### config.mk
export PLATFORM = sky130hd
export DESIGN_NAME = reg_load_queue
export DESIGN_NICKNAME = d
export VERILOG_FILES = /design/src/rtl/reg_pkg.sv /design/src/rtl/reg_load_queue_mem.sv /design/src/rtl/reg_load_queue.sv
export SDC_FILE = /design/constraint.sdc
export NUM_CORES = 1
export LEC_CHECK = 0
export ABC_AREA = 1
export CORE_MARGIN = 3
export CORE_UTILIZATION = 57
export DETAILED_ROUTE_END_ITERATION = 16
export PLACE_DENSITY = 0.91
export SYNTH_ARGS = -nofsm -noshare
export SYNTH_HDL_FRONTEND = slang
export SYNTH_SLANG_ARGS = --single-unit
### constraint.sdc
create_clock -name clk -period 2.75 [get_ports clk]
set_clock_uncertainty 0.15 [all_clocks]
set_input_delay 0.4125 -clock clk [delete_from_list [all_inputs] [get_ports clk]]
set_output_delay 0.4125 -clock clk [all_outputs]
set_load 0.005 [all_outputs]
### src/rtl/reg_pkg.sv
// Shared constants and the {sel,data} entry layout for the register load queue.
`timescale 1ns/1ps
package reg_pkg;

    localparam int DATA_W_DEF = 20;
    localparam int SEL_W_DEF  = 10;

    typedef struct packed {
        logic [SEL_W_DEF-1:0]  sel;
        logic [DATA_W_DEF-1:0] data;
    } reg_entry_t;

endpackage

### src/rtl/reg_load_queue_mem.sv
// Queue storage: DEPTH entries, one synchronous write port, one asynchronous read port.
`timescale 1ns/1ps
module reg_load_queue_mem #(
    parameter int DEPTH   = 4,
    parameter int ENTRY_W = 30,
    localparam int AW     = $clog2(DEPTH)
) (
    input  logic               clk,
    input  logic               we,
    input  logic [AW-1:0]      waddr,
    input  logic [ENTRY_W-1:0] wdata,
    input  logic [AW-1:0]      raddr,
    output logic [ENTRY_W-1:0] rdata
);

    // Contents are never reset; the owner's count decides which slots are live.
    logic [ENTRY_W-1:0] mem [DEPTH];

    always_ff @(posedge clk) begin
        if (we) begin
            mem[waddr] <= wdata;
        end
    end

    assign rdata = mem[raddr];

endmodule

### src/rtl/reg_load_queue.sv
// FIFO of register writes feeding a one-cycle load strobe to a general-purpose register.
// Optional build macro REG_LOAD_QUEUE_BYPASS_EN: a write into an empty, unstalled queue skips storage.
`timescale 1ns/1ps
module reg_load_queue
    import reg_pkg::*;
#(
    parameter int DEPTH  = 4,
    parameter int DATA_W = DATA_W_DEF,
    parameter int SEL_W  = SEL_W_DEF
) (
    input  logic              clk,
    input  logic              reset,
    input  logic              in_valid,
    output logic              in_ready,
    input  logic [DATA_W-1:0] in_data,
    input  logic [SEL_W-1:0]  in_sel,
    input  logic              stall,
    output logic              load,
    output logic [DATA_W-1:0] i,
    output logic [SEL_W-1:0]  j,
    output logic              overflow
);

    localparam int AW      = $clog2(DEPTH);
    localparam int CW      = AW + 1;
    localparam int ENTRY_W = SEL_W + DATA_W;

    typedef struct packed {
        logic [SEL_W-1:0]  sel;
        logic [DATA_W-1:0] data;
    } entry_t;

    logic [AW-1:0] head;
    logic [AW-1:0] tail;
    logic [CW-1:0] count;
    entry_t        wr_entry;
    entry_t        rd_entry;
    logic          push;
    logic          pop;
    logic          bypass;
    logic          store;

    // Handshake: a write transfers on a rising edge where in_valid and in_ready are
    // both high; in_ready depends only on count, so a same-cycle pop never raises it.
    assign in_ready = (count != CW'(DEPTH));
    assign push     = in_valid & in_ready;
    assign pop      = (count != '0) & ~stall;
    assign wr_entry = '{sel: in_sel, data: in_data};

`ifdef REG_LOAD_QUEUE_BYPASS_EN
    assign bypass = push & (count == '0) & ~stall;
`else
    assign bypass = 1'b0;
`endif

    assign store = push & ~bypass;

    reg_load_queue_mem #(
        .DEPTH   (DEPTH),
        .ENTRY_W (ENTRY_W)
    ) u_mem (
        .clk   (clk),
        .we    (store),
        .waddr (tail),
        .wdata (wr_entry),
        .raddr (head),
        .rdata (rd_entry)
    );

    always_ff @(posedge clk or posedge reset) begin
        if (reset) begin
            head     <= '0;
            tail     <= '0;
            count    <= '0;
            load     <= 1'b0;
            i        <= '0;
            j        <= '0;
            overflow <= 1'b0;
        end else begin
            // Pointers are exactly AW bits wide, so they wrap modulo DEPTH on their own.
            if (store) begin
                tail <= tail + 1'b1;
            end
            if (pop) begin
                head <= head + 1'b1;
            end
            case ({store, pop})
                2'b10:   count <= count + 1'b1;
                2'b01:   count <= count - 1'b1;
                default: count <= count;
            endcase
            load <= pop | bypass;
            if (bypass) begin
                j <= wr_entry.sel;
                i <= wr_entry.data;
            end else if (pop) begin
                j <= rd_entry.sel;
                i <= rd_entry.data;
            end
            if (in_valid & ~in_ready) begin
                overflow <= 1'b1;
            end
        end
    end

endmodule

Word level (Yosys, flattened, before mapping)
Memory sizes are Yosys's and may differ from the RTL's. A register that Yosys moved wholly into a read port is not among the register bits. Index checks and enable logic that the tools add are counted.

Flip-flop bits (word level): 9. RAM bits: 120. Bits of input ports: 34. Output and inout bits: 33. Logic and storage cells: 23. Memories: 1.

Add/subtract/negate cells: 4. Equality and inequality tests: 3. Multiplexer cells: 3. Bitwise logic cells: 5. Reductions and logical operators: 2.

Memories: u_mem.mem (depth 4, width 30, read ports 1, clocked after memory_dff 1, wr ports 1, line reg_load_queue_mem.sv:17) `logic [ENTRY_W-1:0] mem [DEPTH];`.

Operator list (count): $pmux 3 s2 (1); $add 2x1->2 const B (2); $add 3x1->3 const B (1); $and 1x1->1 (3); $ne 3x3->1 const B (1); $reduce_bool 3->1 (1); $sub 3x1->3 const B (1); $eq 2x1->1 const B (1); $eq 2x2->1 const B (1); $mux 1 (2); $not 1->1 (2); $reduce_bool 2->1 (1).

Depth between registers and ports, before layout
Depth after elaboration: 4. Mapped depth: 11. Gate-level depth less buffers: 10.

Modules after synthesis
A second synthesis with hierarchy kept.

Cells, all modules: 665. Area, all modules: 6784.0 um^2.

By module, submodules not included: reg_load_queue_mem (times used 1, cells each 478, area an instance 5111.2 um^2, seq. area each 3603.5 um^2); reg_load_queue (times used 1, cells each 187, area an instance 1672.9 um^2, seq. area each 975.9 um^2).

Worst setup path after synthesis
Ideal clock, no wire load.

Path kind: register to register. Start: register count[0]. End: memory u_mem.mem[0][0] (enable). Library setup time: 0.417 ns. Data arrival time: 1.985 ns. Data required time: 2.183 ns. Path slack: 0.198 ns. Cell stages (with the launch flop): 5. Buffers on the path: 0. Path through: dfrtp_1 > nor2_2 > nand2_1 > nand2_2 > nor2_1.

Cells in the longest elaborated chain, start to end: 4.

RTL lines: start: declaration (line reg_load_queue.sv:35) `logic [CW-1:0] count;`; start signal: assignment (line reg_load_queue.sv:88) `2'b10: count <= count + 1'b1;`; start signal: assignment (line reg_load_queue.sv:89) `2'b01: count <= count - 1'b1;`; start signal: assignment (line reg_load_queue.sv:90) `default: count <= count;`; $ne 3x3->1 (line reg_load_queue.sv:45) `assign in_ready = (count != CW'(DEPTH));`; named net in_ready (line reg_load_queue.sv:14) `output logic in_ready,`; $and 1x1->1 (line reg_load_queue.sv:46) `assign push = in_valid & in_ready;`; $mux 1 (line reg_load_queue_mem.sv:20) `if (we) begin`; $mux 1 (not written as such) (line reg_load_queue_mem.sv:21) `mem[waddr] <= wdata;`; end: declaration (line reg_load_queue_mem.sv:17).

The timed path passes the listed nets, and every way through them passes these cells.

Final worst setup path
Start: register count[0]. End: output in_ready.

Cells in the longest elaborated chain, start to end: 1.

RTL lines (line): $ne 3x3->1 (reg_load_queue.sv:45); end: declaration (reg_load_queue.sv:14).

Every way passes these cells.

==> flow_summary.ini <==
[finish]
layout.cells.non_filler = 881
n_fill_cell = 753
drive_above_1_share_pct = 8.27
nNetsFinal = 765
insertedDiodeCount = 0
areaGrowthSynthToFinish_pct = 21.0

[cts]
cts_buffers = 17
h-tree-depth = 4
cts_setup_buffers = 0
clockBufferDepth = 2
clk_transition_reported_paths_ns = 0.06
post_cts_resized = 0
cts_sinks = 159
worstSkewPairLatency_ns = 0.41
cts_tree = built
hold_buffers = 0
root_buffer = clkbuf_16

[grt]
overflow = 0
grt_pass1_wl_um = 23000
antenna_found_initial = 0
grtUsageTotal_pct = 23.1
grt_max_degree = 62
grt_pass1_vias = 4764

[logic_synthesis]
synth_top_area_share_pct = 53.7
yosys-top-cells-area = edfxtp_1 54%, dfrtp_1 15%, nand2_1 14%
synthFlopType = edfxtp_1
synth_area_per_cell_um2 = 10.3
syn_area_mm2 = 0.00671
yosys.area.top_type = edfxtp_1
synth.distinct_cells = 20
synth-edff-count = 120
synth_common_cells = 245 x nand2_1, 133 x inv_1, 120 x edfxtp_1, 62 x nand3_1, 39 x dfrtp_1
syn_inst = 652
synth_most_common_cell = nand2_1
async_flop_share_pct = 24.5
ys_seq_area_share_pct = 68.2
ys_warn_count = 0
ys_seq_elements = 159
syn_nets = 692

[timing]
drv_slew = 0
grt_setup_unrepaired = no
tns_ns = 0
final-hold-violation-count = 0
setup_ws_ns = 0.574
finalCritPeriodShare_pct = 79.1
tightest_slew_ns = 0.773
report.final.setup_viol = 0
max_freq_mhz = 460
min_period_ns = 2.18
maxSlewHeadroom_pct = 48.4

[routing]
dr.pass1.iters = 5
routed_via_density = 5.21
drc = 0
ant_nets = 0
drt-initial-drc-count = 399
totalWireLength_um = 14500
wire_per_inst_um = 16.5
via_count = 4593

[power_and_ir_drop]
p_per_area_mw_per_mm2 = 1080
max-vdd-ir-drop_mv = 0.498
power_leakage_nw = 3.77

[placement]
place_ws_ns = 0.442
dp_cells = 849
gp_congestion = 0.788
portBuffers = 66
hpwl_um = 8930

[setup_path]
cp_data_arrival_time_ns = 1.61
r2r-start = count[0]$_DFFE_PP0P_
cp.required_ns = 2.19
path_class = flop to output pin
endpoint_kind = output pin
rrSetupSlack_ns = 0.69
r2r_cells = 10
timing.rr.end = count[2]$_DFFE_PP0P_
crit_start = count[0]$_DFFE_PP0P_
start_kind = flop
crit_fanout = 3

[floorplan]
floorplan.rows = 39
die_w_um = 115
die_area_mm2 = 0.0131
fp.coreArea_mm2 = 0.0115
initial_core_util_pct = 58.5
io_pins = 67
die_y_um = 115

[hold_path]
hp-class = primary input to asynchronous set/reset pin

[job]
cap_violations = 0

[status]
outcome = completed
==> per-layer routing <==
metal	vias up	share of wire, %	track usage, %
met5	-	0	0
met4	0	3.0	11.0
met3	42	5.8	5.71
met2	203	54	40.0
met1	2200	38	26.8
li1	2148	-	-
==> cell usage in the layout, fill, tap and decap left out <==
cell type	synthesis	routed
ha_1	5	5
edfxtp_1	120	120
fa_1	1	1
clkinvlp_4	0	4
inv_4	2	2
dfrtp_1	39	38
buf_12	0	1
xor2_1	3	3
o21ai_1	1	1
clkinv_4	0	2
nand2_2	6	6
nand3_1	62	62
nor2_2	1	1
nor2_4	0	4
nand2_4	1	1
buf_4	12	13
dfrtp_2	0	1
inv_1	133	132
clkbuf_16	0	17
inv_6	0	2
clkbuf_1	0	2
nand2_1	245	245
clkdlybuf4s50_1	0	66
a31o_2	1	1
clkinv_2	0	1
inv_2	0	1
xnor2_1	2	2
clkbuf_8	0	1
bufinv_16	0	3
==> metrics by stage <==
stage / hold slack [ns] / instance area, um2 / util [%] / power, mW
floorplan: 0.316 / 6710 / - / 5.32
global placement: 0.311 / 7520 / 65.6 / 6.18
detailed placement: 0.316 / 7520 / 65.6 / 6.39
CTS: 0.330 / 8130 / 70.9 / 8.83
global route: 0.360 / 8130 / 70.9 / 9.30
finish: 0.312 / 8130 / 70.9 / 8.80
==> worst max path at each step <==
stage          slack [ns]                         to
5_1_grt              0.48                   in_ready
3_3_place_gp         0.57       count[2]$_DFFE_PP0P_
4_1_cts              0.55                   in_ready
6_report             0.57                   in_ready
3_5_place_dp         0.44       count[2]$_DFFE_PP0P_
2_1_floorplan        0.20  u_mem.mem[0][0]$_DFFE_PP_
==> worst max-delay path, cell delays in order, from the launching register on <==
cell and delay (ns):
dfrtp_1 0.43, nor2_2 0.18, nand2_1 0.12, clkdlybuf4s50_1 0.46
==> sequential cells by signal (all words and copies together), names as in the netlist <==
register and cells:
overflow 1, tail 2, u_mem.mem 120, count 3, j 10, head 2, load 1, i 20
==> cell type report <==
| class | count | area, um2 | area share [%] |
|---|---|---|---|
| flip-flops and latches | 159 | 4580 | 56.4 |
| repair buffers | 80 | 778 | 9.58 |
| well taps | 143 | 179 | 2.20 |
| multi-input cells | 332 | 1470 | 18.1 |
| clock inverters | 12 | 160 | 1.97 |
| clock buffers | 20 | 447 | 5.50 |
| inverters | 135 | 512 | 6.30 |
==> power by group <==
part,internal [mW],switching [mW]
clock network,1.46,0.928
logic,1.11,1.73
registers,3.26,0.311
==> kinds of logic after synthesis <==
kind of cell | share of synthesized area, %
and+or+nand+nor | 19.4
buffers and inverters | 10.3
adders and majority gates | 1.23
AOI/OAI and AO/OA | 0.205
xor gates and xnor gates | 0.652
DFF | 68.2
(Power assumes the default switching activity.)
